===== src/rtl/hyperbolic_cordic_pkg.sv =====
// Shared constants, tables and types for the 2.14 hyperbolic CORDIC blocks.
// Angle table entries are atanh(2^-s) scaled by 2^(FRAC_W+GUARD_W).
package hyperbolic_cordic_pkg;

    localparam int NUM_W           = 16;
    localparam int FRAC_W          = 14;
    localparam int GUARD_W         = 4;
    localparam int INT_W           = 4;
    localparam int ACC_W           = INT_W + FRAC_W + GUARD_W;
    localparam int RND_W           = ACC_W + 1 - GUARD_W;
    localparam int ITERATION_COUNT = 18;
    localparam int CNT_W           = 5;
    localparam int LN_A_MIN        = 2218;

    localparam int SHIFT [ITERATION_COUNT] = '{
        1, 2, 3, 4, 4, 5, 6, 7, 8,
        9, 10, 11, 12, 13, 13, 14, 15, 16
    };

    localparam int ATANH [ITERATION_COUNT] = '{
        143996, 66955, 32940, 16405, 16405,
        8195, 4096, 2048, 1024, 512, 256,
        128, 64, 32, 32, 16, 8, 4
    };

    typedef logic signed [ACC_W-1:0] acc_t;

    typedef struct packed {
        acc_t x;
        acc_t y;
        acc_t z;
    } vec_t;

    function automatic logic signed [NUM_W-1:0] sat16(
        input logic signed [RND_W-1:0] v
    );
        if (v[RND_W-1:NUM_W-1] == '0 || v[RND_W-1:NUM_W-1] == '1)
            return v[NUM_W-1:0];
        if (v[RND_W-1])
            return {1'b1, {(NUM_W-1){1'b0}}};
        return {1'b0, {(NUM_W-1){1'b1}}};
    endfunction

endpackage


===== src/rtl/hyperbolic_ln_cordic_if.sv =====
// Operand/result handshake bundle for the ln CORDIC block.
// slave is the block side, master the producer/consumer side.
interface hyperbolic_ln_cordic_if;
    import hyperbolic_cordic_pkg::*;

    logic signed [NUM_W-1:0] a;
    logic                    in_valid;
    logic                    in_ready;
    logic signed [NUM_W-1:0] w;
    logic                    out_err;
    logic                    out_sat;
    logic                    out_valid;
    logic                    out_ready;

    modport master (
        output a, in_valid, out_ready,
        input  in_ready, w, out_err, out_sat, out_valid
    );

    modport slave (
        input  a, in_valid, out_ready,
        output in_ready, w, out_err, out_sat, out_valid
    );

endinterface


===== src/rtl/hyperbolic_vec_step.sv =====
// One hyperbolic vectoring micro-rotation driving y towards zero.
// Both updates use the incoming x/y, never the freshly rotated ones.
module hyperbolic_vec_step
    import hyperbolic_cordic_pkg::*;
(
    input  vec_t             cur,
    input  logic [CNT_W-1:0] s,
    input  acc_t             t,
    output vec_t             nxt
);

    acc_t xs;
    acc_t ys;

    assign xs = $signed(cur.x) >>> s;
    assign ys = $signed(cur.y) >>> s;

    always_comb begin
        nxt = cur;
        if (cur.y[ACC_W-1]) begin
            nxt.x = cur.x + ys;
            nxt.y = cur.y + xs;
            nxt.z = cur.z - t;
        end else begin
            nxt.x = cur.x - ys;
            nxt.y = cur.y - xs;
            nxt.z = cur.z + t;
        end
    end

endmodule


===== src/rtl/hyperbolic_ln_cordic.sv =====
// ln(a) = 2*atanh((a-1)/(a+1)) by iterative hyperbolic vectoring CORDIC.
// One operand in flight, fixed 19-cycle accept-to-result latency.
module hyperbolic_ln_cordic
    import hyperbolic_cordic_pkg::*;
(
    input logic                   clk,
    input logic                   rst,
    hyperbolic_ln_cordic_if.slave io
);

    localparam logic [1:0] S_IDLE  = 2'd0;
    localparam logic [1:0] S_ITER  = 2'd1;
    localparam logic [1:0] S_FINAL = 2'd2;
    localparam logic [1:0] S_DONE  = 2'd3;

    localparam acc_t ONE = acc_t'(1 << (FRAC_W + GUARD_W));
    localparam logic signed [ACC_W:0] RND_HALF =
        (ACC_W + 1)'(1 << (GUARD_W - 1));
    localparam logic [NUM_W-1:0] W_FLAG = {1'b1, {(NUM_W-1){1'b0}}};
    localparam logic [CNT_W-1:0] CNT_LAST = CNT_W'(ITERATION_COUNT - 1);

    logic [1:0]              state;
    logic [CNT_W-1:0]        cnt;
    vec_t                    vec_q;
    vec_t                    vec_nxt;
    logic                    err_q;
    logic                    sat_q;
    logic signed [NUM_W-1:0] w_q;
    logic                    out_err_q;
    logic                    out_sat_q;
    logic                    out_valid_q;

    acc_t                    a_ext;
    logic                    a_nonpos;
    logic                    a_small;
    logic [CNT_W-1:0]        shift_s;
    acc_t                    atanh_t;
    logic signed [ACC_W:0]   z2r;
    logic signed [NUM_W-1:0] w_rnd;

    // 2.14 operand widened to the 4.18 internal format
    assign a_ext = {{(INT_W-2){io.a[NUM_W-1]}}, io.a, {GUARD_W{1'b0}}};
    assign a_nonpos = io.a[NUM_W-1] || (io.a == '0);
    assign a_small  = !a_nonpos && (io.a < NUM_W'(LN_A_MIN));

    assign shift_s = CNT_W'(SHIFT[cnt]);
    assign atanh_t = acc_t'(ATANH[cnt]);

    hyperbolic_vec_step u_step (
        .cur (vec_q),
        .s   (shift_s),
        .t   (atanh_t),
        .nxt (vec_nxt)
    );

    // 2*z back to 14 fraction bits, rounding half up
    assign z2r   = $signed({vec_q.z, 1'b0}) + RND_HALF;
    assign w_rnd = sat16(z2r[ACC_W:GUARD_W]);

    always_ff @(posedge clk) begin
        if (rst) begin
            state       <= S_IDLE;
            cnt         <= '0;
            vec_q       <= '0;
            err_q       <= 1'b0;
            sat_q       <= 1'b0;
            w_q         <= '0;
            out_err_q   <= 1'b0;
            out_sat_q   <= 1'b0;
            out_valid_q <= 1'b0;
        end else begin
            unique case (state)
                S_IDLE: begin
                    if (io.in_valid) begin
                        vec_q.x <= a_ext + ONE;
                        vec_q.y <= a_ext - ONE;
                        vec_q.z <= '0;
                        err_q   <= a_nonpos;
                        sat_q   <= a_small;
                        cnt     <= '0;
                        state   <= S_ITER;
                    end
                end
                S_ITER: begin
                    vec_q <= vec_nxt;
                    if (cnt == CNT_LAST) begin
                        cnt   <= '0;
                        state <= S_FINAL;
                    end else begin
                        cnt <= cnt + 1'b1;
                    end
                end
                S_FINAL: begin
                    w_q         <= (err_q || sat_q) ? W_FLAG : w_rnd;
                    out_err_q   <= err_q;
                    out_sat_q   <= sat_q;
                    out_valid_q <= 1'b1;
                    state       <= S_DONE;
                end
                S_DONE: begin
                    if (io.out_ready) begin
                        out_valid_q <= 1'b0;
                        state       <= S_IDLE;
                    end
                end
                default: state <= S_IDLE;
            endcase
        end
    end

    assign io.in_ready  = (state == S_IDLE) && !rst;
    assign io.w         = w_q;
    assign io.out_err   = out_err_q;
    assign io.out_sat   = out_sat_q;
    assign io.out_valid = out_valid_q;

endmodule


===== src/flat_wrapper.sv =====
// flat-port wrapper written by rule: the top's interface ports become plain ports
module hyperbolic_ln_cordic_flat import hyperbolic_cordic_pkg::*;
  (clk, rst, io_a, io_in_valid, io_out_ready, io_in_ready, io_w, io_out_err, io_out_sat, io_out_valid);
  hyperbolic_ln_cordic_if io_i ();
  input logic clk;
  input logic rst;
  input wire logic [$bits(io_i.a)-1:0] io_a;
  input wire logic [$bits(io_i.in_valid)-1:0] io_in_valid;
  input wire logic [$bits(io_i.out_ready)-1:0] io_out_ready;
  output wire logic [$bits(io_i.in_ready)-1:0] io_in_ready;
  output wire logic [$bits(io_i.w)-1:0] io_w;
  output wire logic [$bits(io_i.out_err)-1:0] io_out_err;
  output wire logic [$bits(io_i.out_sat)-1:0] io_out_sat;
  output wire logic [$bits(io_i.out_valid)-1:0] io_out_valid;
  assign io_i.a = io_a;
  assign io_i.in_valid = io_in_valid;
  assign io_i.out_ready = io_out_ready;
  assign io_in_ready = io_i.in_ready;
  assign io_w = io_i.w;
  assign io_out_err = io_i.out_err;
  assign io_out_sat = io_i.out_sat;
  assign io_out_valid = io_i.out_valid;
  hyperbolic_ln_cordic u_core (.clk(clk), .rst(rst), .io(io_i));
endmodule

===== config.mk =====
export PLATFORM = sky130hd
export DESIGN_NAME = hyperbolic_ln_cordic_flat
export DESIGN_NICKNAME = d
export VERILOG_FILES = /design/src/rtl/hyperbolic_cordic_pkg.sv /design/src/rtl/hyperbolic_ln_cordic_if.sv /design/src/rtl/hyperbolic_vec_step.sv /design/src/rtl/hyperbolic_ln_cordic.sv /design/src/flat_wrapper.sv
export SDC_FILE = /design/constraint.sdc
export NUM_CORES = 1
export LEC_CHECK = 0
export ABC_AREA = 1
export BUFFER_PORTS_ARGS = -buffer_cell sky130_fd_sc_hd__buf_2
export CORE_ASPECT_RATIO = 0.6
export CORE_MARGIN = 4
export CORE_UTILIZATION = 50
export DETAILED_ROUTE_END_ITERATION = 12
export PLACE_DENSITY = 0.64
export SETUP_SLACK_MARGIN = 0.05
export SYNTH_ARGS = -nofsm -noshare
export SYNTH_HDL_FRONTEND = slang
export SYNTH_SLANG_ARGS = --single-unit
export TNS_END_PERCENT = 10

===== constraint.sdc =====
create_clock -name clk -period 8.6 [get_ports clk]
set_input_delay 0.43 -clock clk [delete_from_list [all_inputs] [get_ports clk]]
set_output_delay 0.43 -clock clk [all_outputs]
set_load 0.1 [all_outputs]

==> summary.txt, run 1 <==
die area -> 25400 um^2
Post-CTS Setup Bufs -> 0
fraction of registers with async set/reset -> 0
Min Clock Period, post-route -> 6360 ps
area grow syn2layout -> 5.15%
CTS Buffer Depth -> 2
core area -> 22200 um^2
Synth warnings -> 0
sequential area share after synthesis -> 0.165
area of the mapped netlist -> 11400 um^2
drt drc -> 0
Setup TNS -> 0 ps
total track usage -> 0.321
post-CTS sizing -> 0
io pins -> 40
CTS Buf Count -> 9
ANT cells -> 0
Crit path largest cell delay -> 650 ps
Skew-Pair Late Insertion Delay -> 380 ps
Synth Area per Inst -> 5.91 um^2
clock tree sinks -> 94
CTS Hold Buffers Added -> 0
status -> complete, no violations
RD Place Congestion -> 1.02
HP Class -> input pin to flip-flop
Critical Path End Type -> flip-flop
cell taking the most area after synthesis -> nand2_1
NumNets Final -> 2024
first-pass GRT wire length -> 65000 um
# fillers -> 2349
starting DRC count in detailed routing -> 1592
CP bufs+invs -> 4
HPWL after DPL -> 32800 um
Final Max Tran Viols -> 0
clk slew on worst S/H paths -> 80 ps
starting density of the core -> 0.513
post-route clock period utilization -> 0.740
Vias -> 13100
CTS HTree Levels -> 3
delay-heaviest family, CP -> compound AO/OA/AOI/OAI gates
Area contributors post-synth -> nand2_1, dfxtp_1, nand3_1
crit start category -> flip-flop
FMAX -> 157 MHz
TritonCTS clock tree -> yes
clock skew -> 6.47 ps
IO Port Bufs -> 39
total gr overflow -> 0
pin count of the biggest net entering global routing -> 74
drt wl/cell -> 18.8 um
crit path kind -> flip-flop to flip-flop
worst-margin pin slew -> 1090 ps
vias in the first global route -> 11400
number of synthesized flops with an enable pin -> 0
post-route ant nets -> 0
die width -> 203 um
Syn Inst Count -> 1929
Detailed Route WL -> 41700 um
most frequent CP cell -> nand3_1
Pre-antenna DRT Iters -> 5
top_reg_cell synth -> dfxtp_1
share of the synthesized area in the top cell type -> 0.166
register bit total from synthesis -> 94
initial antenna violation count -> 0
Cell Chain, Critical Path -> inv_2 -> ha_1 -> a21oi_4 -> nand2_4 -> inv_1 -> nand2_1 -> nand3_1 -> nand3_1 -> nand3_1 -> nand3_2 -> ha_1 -> inv_1 -> o21ai_0 -> inv_1 -> fa_1 -> o21ai_0 -> a21boi_0 -> o21ai_0 -> nand3_1 -> nand2_1 -> or2_2 -> nand3_1 -> a221oi_1
maxcap violations -> 0
crit path DAT -> 6650 ps
final setup violation count -> 0
CP Max Fanout -> 62
DR vias/cell -> 5.90
Distinct cells, synth -> 54
Required @ worst endpoint -> 8880 ps
Slew Limit Headroom -> 0.270
CP max stage cell -> dfxtp_1
Die Y-Extent -> 125 um
share of layout cells above drive strength 1 -> 0.0689
Root Buffer -> clkbuf_16
Hold Violations, Final -> 0
RSZ-0062 raised after global routing -> no
syn nets -> 2042
FP Rows -> 42
cells in the mapped netlist (5+ instances only):
cell        n
a21o_1      5
a21oi_1   181
a221oi_1   17
a31oi_1     8
buf_1      11
buf_2      16
buf_4       9
buf_6       5
clkbuf_1   39
dfxtp_1    94
ha_1       90
inv_1     189
inv_2       5
nand2_1   503
nand3_1   267
nand3b_1    9
nand4_1    18
nor2_1    131
nor2_2     15
nor3_1     13
nor4_1      6
o211ai_1   15
o21a_1      6
o21ai_0   113
o21ai_1    23
o21bai_1    5
o22ai_1     5
or2_2      18
xnor2_1    24
xor2_1     39
through the flow:
stage / cell area (um^2) / utilization / std cells / hold slack, ps / worst slack [ps]
2_1_floorplan: 11400 / - / 1929 / 445 / 4040
3_3_place_gp: 11700 / 0.526 / 2208 / 448 / 2610
3_5_place_dp: 11700 / 0.526 / 2208 / 454 / 2500
4_1_cts: 12000 / 0.539 / 2224 / 367 / 2470
5_1_grt: 12000 / 0.539 / 2224 / 413 / 1600
6_report: 12000 / 0.539 / 2224 / 371 / 2240
final timing paths:
check / start / end / slack (ps) / cells past startpoint
max: u_core.cnt[2]$_SDFFE_PP0P_ / u_core.vec_q[54]$_SDFFE_PP0P_ / 2240 / 23
min: io_out_ready / u_core.io.out_valid$_SDFFE_PP0P_ / 370 / 4
max reg2reg: u_core.cnt[2]$_SDFFE_PP0P_ / u_core.vec_q[54]$_SDFFE_PP0P_ / 2240 / 23
min reg2reg: u_core.io.w[7]$_SDFFE_PP0P_ / u_core.io.w[7]$_SDFFE_PP0P_ / 460 / 2
state kept, by name, indices dropped and copies added, names as in the netlist:
name / count
u_core.io.w: 16
u_core.sat_q: 1
u_core.err_q: 1
u_core.io.out_sat: 1
u_core.vec_q: 66
u_core.io.out_valid: 1
u_core.state: 2
u_core.io.out_err: 1
u_core.cnt: 5
layout by cell type, fill, tap and decap left out, types with 4 or more instances in the layout:
| cell type | instances |
|---|---|
| a21o_1 | 5 |
| a21oi_1 | 180 |
| a221oi_1 | 17 |
| a22oi_1 | 4 |
| a31oi_1 | 8 |
| buf_2 | 39 |
| buf_4 | 12 |
| clkbuf_16 | 9 |
| dfxtp_1 | 94 |
| ha_1 | 90 |
| inv_1 | 189 |
| inv_2 | 5 |
| inv_6 | 5 |
| nand2_1 | 503 |
| nand3_1 | 267 |
| nand3_2 | 4 |
| nand3b_1 | 9 |
| nand4_1 | 18 |
| nor2_1 | 131 |
| nor2_2 | 15 |
| nor2_4 | 4 |
| nor3_1 | 13 |
| nor4_1 | 6 |
| o211ai_1 | 15 |
| o21a_1 | 6 |
| o21ai_0 | 113 |
| o21ai_1 | 23 |
| o21bai_1 | 5 |
| o22ai_1 | 5 |
| or2_2 | 18 |
| xnor2_1 | 24 |
| xor2_1 | 39 |
worst reg2reg max path, cell delays in order, from the launching register on:
cell and delay (ps):
dfxtp_1 650, inv_2 220, ha_1 370, a21oi_4 550, nand2_4 480, inv_1 320, nand2_1 140, nand3_1 140
nand3_1 110, nand3_1 190, nand3_2 110, ha_1 290, inv_1 30, o21ai_0 220, inv_1 100, fa_1 450
o21ai_0 580, a21boi_0 300, o21ai_0 410, nand3_1 120, nand2_1 90, or2_2 100, nand3_1 50, a221oi_1 250
logic make-up (layout without fill, tap and decap cells):
logic type,Yosys count,after routing,synth area share
compound gates,400,400,0.196
xor+xnor,63,63,0.0484
fa+ha+maj,93,93,0.104
buf+inv,276,263,0.0991
flops,94,94,0.165
mux,1,1,0.000878
simple gates,1002,1002,0.386
layer usage:
metal	track usage	up-vias	share of wire
met2	0.396	625	0.35
met3	0.0976	36	0.12
met5	0	-	0
met4	0.0558	0	0.013
li1	-	6448	-
met1	0.529	6002	0.51
area by class of cell:
class	instances	area [um^2]	share of cell area
clock buffers	9	225	0.0188
clock inverters	7	71.3	0.00595
inverters	196	738	0.0616
multi-input cells	1559	8400	0.701
flip-flops and latches	94	1880	0.157
well taps	308	385	0.0321
repair buffers	51	285	0.0238
Power of run 1 is not shown: default switching activity piles up to over one toggle a cycle in this logic, so the estimate is an artifact.
==> inputs of run 2 (changes only) <==
ABC_AREA = 0   (was 1)
PLACE_DENSITY = 0.63   (was 0.64)
clock period = 6.5 ns   (was 8.6 ns; I/O delays follow)
==> run 2 against run 1 <==
- count of clock-buffer cells in the layout did not move
- cell count decreased by 10%
- die area grew 2.5%
- register-to-register slack worse by 2000 ps
- flip-flop and latch count stayed put
- worst setup slack got worse by 2000 ps
- synthesized cell count shrank 16%
- global-route usage up 4.1 points
- hold slack worse by 110 ps
==> summary.txt, run 2 <==
status -> complete, no violations
clock skew -> 8.62 ps
CP bufs+invs -> 4
NumNets Final -> 1791
DR vias/cell -> 6.60
Hold Slack -> 261 ps
final setup violation count -> 0
Vias -> 13200
top_reg_cell synth -> dfxtp_1
syn nets -> 1727
register bit total from synthesis -> 94
CTS HTree Levels -> 3
clk slew on worst S/H paths -> 80 ps
number of flip-flops under the largest register name -> 66
TritonCTS clock tree -> yes
initial antenna violation count -> 3
core area -> 23100 um^2
Root Buffer -> clkbuf_16
CTS Buf Count -> 9
most common cell in the netlist -> nor2_1
Slew Limit Headroom -> 0.265
crit path DAT -> 6530 ps
commonest non-fill, non-tap cell in the layout -> nor2_1
area grow syn2layout -> 13.3%
CTS Hold Buffers Added -> 0
starting DRC count in detailed routing -> 1890
RD Place Congestion -> 1.03
delay-heaviest family, CP -> compound AO/OA/AOI/OAI gates
Skew-Pair Late Insertion Delay -> 390 ps
fraction of registers with async set/reset -> 0
share of layout cells above drive strength 1 -> 0.155
commonest cells after routing, fill and taps aside -> nor2_1, a21oi_1, nand2_1
IO Port Bufs -> 39
io pins -> 40
pin count of the biggest net entering global routing -> 59
most instantiated cells after synthesis -> nor2_1, a21oi_1, nand2_1
share of the synthesized area in the top cell type -> 0.161
Synth warnings -> 0
cell taking the most area after synthesis -> dfxtp_1
die area -> 26000 um^2
total track usage -> 0.361
Synth Area per Inst -> 7.25 um^2
dpl cells -> 1970
Hold Violations, Final -> 0
number of synthesized flops with an enable pin -> 0
Setup TNS -> 0 ps
Die Y-Extent -> 127 um
Detailed Route WL -> 48200 um
clock tree sinks -> 94
Largest Register -> u_core.vec_q
post-route clock period utilization -> 0.960
vias in the first global route -> 11600
drt wl/cell -> 24.1 um
FMAX -> 160 MHz
drt drc -> 0
Pre-antenna DRT Iters -> 5
starting density of the core -> 0.507
CP Max Fanout -> 18
post-route ant nets -> 0
CP max stage cell -> or4bb_4
worst-margin pin slew -> 1100 ps
Post-Layout Cell Count -> 1999
most frequent CP cell -> buf_4
die width -> 206 um
Area contributors post-synth -> dfxtp_1, ha_1, a21oi_1
HPWL after DPL -> 37900 um
Final Max Tran Viols -> 0
FP Rows -> 43
Min Clock Period, post-route -> 6240 ps
RSZ-0062 raised after global routing -> yes
CTS Buffer Depth -> 2
Syn Inst Count -> 1614
HP Class -> input pin to flip-flop
Required @ worst endpoint -> 6790 ps
area of the mapped netlist -> 11700 um^2
sequential area share after synthesis -> 0.161
Crit path largest cell delay -> 560 ps
crit start category -> flip-flop
maxcap violations -> 0
crit path kind -> flip-flop to flip-flop
first-pass GRT wire length -> 71600 um
# fillers -> 2229
total gr overflow -> 0
Distinct cells, synth -> 97
Critical Path End Type -> flip-flop
final core utilization -> 0.574
==> run 2: area by class of cell <==
class | instances | area [um^2] | area share
well taps | 315 | 394 | 0.0297
diodes | 1 | 2.50 | 0.000189
multi-input cells | 1372 | 9390 | 0.708
flip-flops and latches | 94 | 1890 | 0.142
inverters | 51 | 191 | 0.0144
repair buffers | 150 | 1070 | 0.0808
clock buffers | 9 | 225 | 0.0170
clock inverters | 7 | 97.6 | 0.00736
==> run 2: metrics by stage <==
step | setup slack [ps] | instance area [um^2]
6_report | 258 | 13300
5_1_grt | -30.2 | 13300
4_1_cts | 54.2 | 13000
3_5_place_dp | -137 | 12700
3_3_place_gp | -59.6 | 12700
2_1_floorplan | 67.8 | 11700
==> run 2: layer usage <==
metal	track usage	vias to the layer above	share of wire
met5	0.0414	-	0.0036
met4	0.0614	8	0.013
met3	0.171	52	0.17
met2	0.424	792	0.35
met1	0.575	6221	0.47
li1	-	6111	-
==> run 2: path summary, 6_finish.rpt <==
path / startpoint / end / slack, ps / cells after the start
worst max-delay path: u_core.cnt[1]$_SDFFE_PP0P_ / u_core.vec_q[43]$_SDFFE_PP0P_ / 260 / 30
worst min-delay path: io_a[12] / u_core.vec_q[38]$_SDFFE_PP0P_ / 260 / 3
worst max register to register: u_core.cnt[1]$_SDFFE_PP0P_ / u_core.vec_q[43]$_SDFFE_PP0P_ / 260 / 30
worst min register to register: u_core.io.w[8]$_SDFFE_PP0P_ / u_core.io.w[8]$_SDFFE_PP0P_ / 490 / 2
==> run 2: what timing repair did <==
item                                    4_1_cts  5_1_grt
setup buffers                                 0       12
gates resized for setup                       8       36
endpoints found under the setup margin        3       10
pin swaps                                     2       16
==> run 2: kinds of logic (layout without fill, tap and decap cells) <==
logic type                 count (synthesis)  after routing  synth area share
and+or+nand+nor                          586            586             0.240
AOI/OAI and AO/OA                        533            533             0.307
buffers and inverters                    148            217            0.0533
xor gates and xnor gates                 105            105            0.0792
adders and majority gates                 94             94             0.102
DFF                                       94             94             0.161
muxes                                     54             54            0.0575
other                                      0              1                 0
==> run 2: worst min-delay path, cell delays in order <==
cell and delay (ps):
buf_2 110, nand2_1 80, a311oi_1 80
Power of run 2 is left out for the same reason.
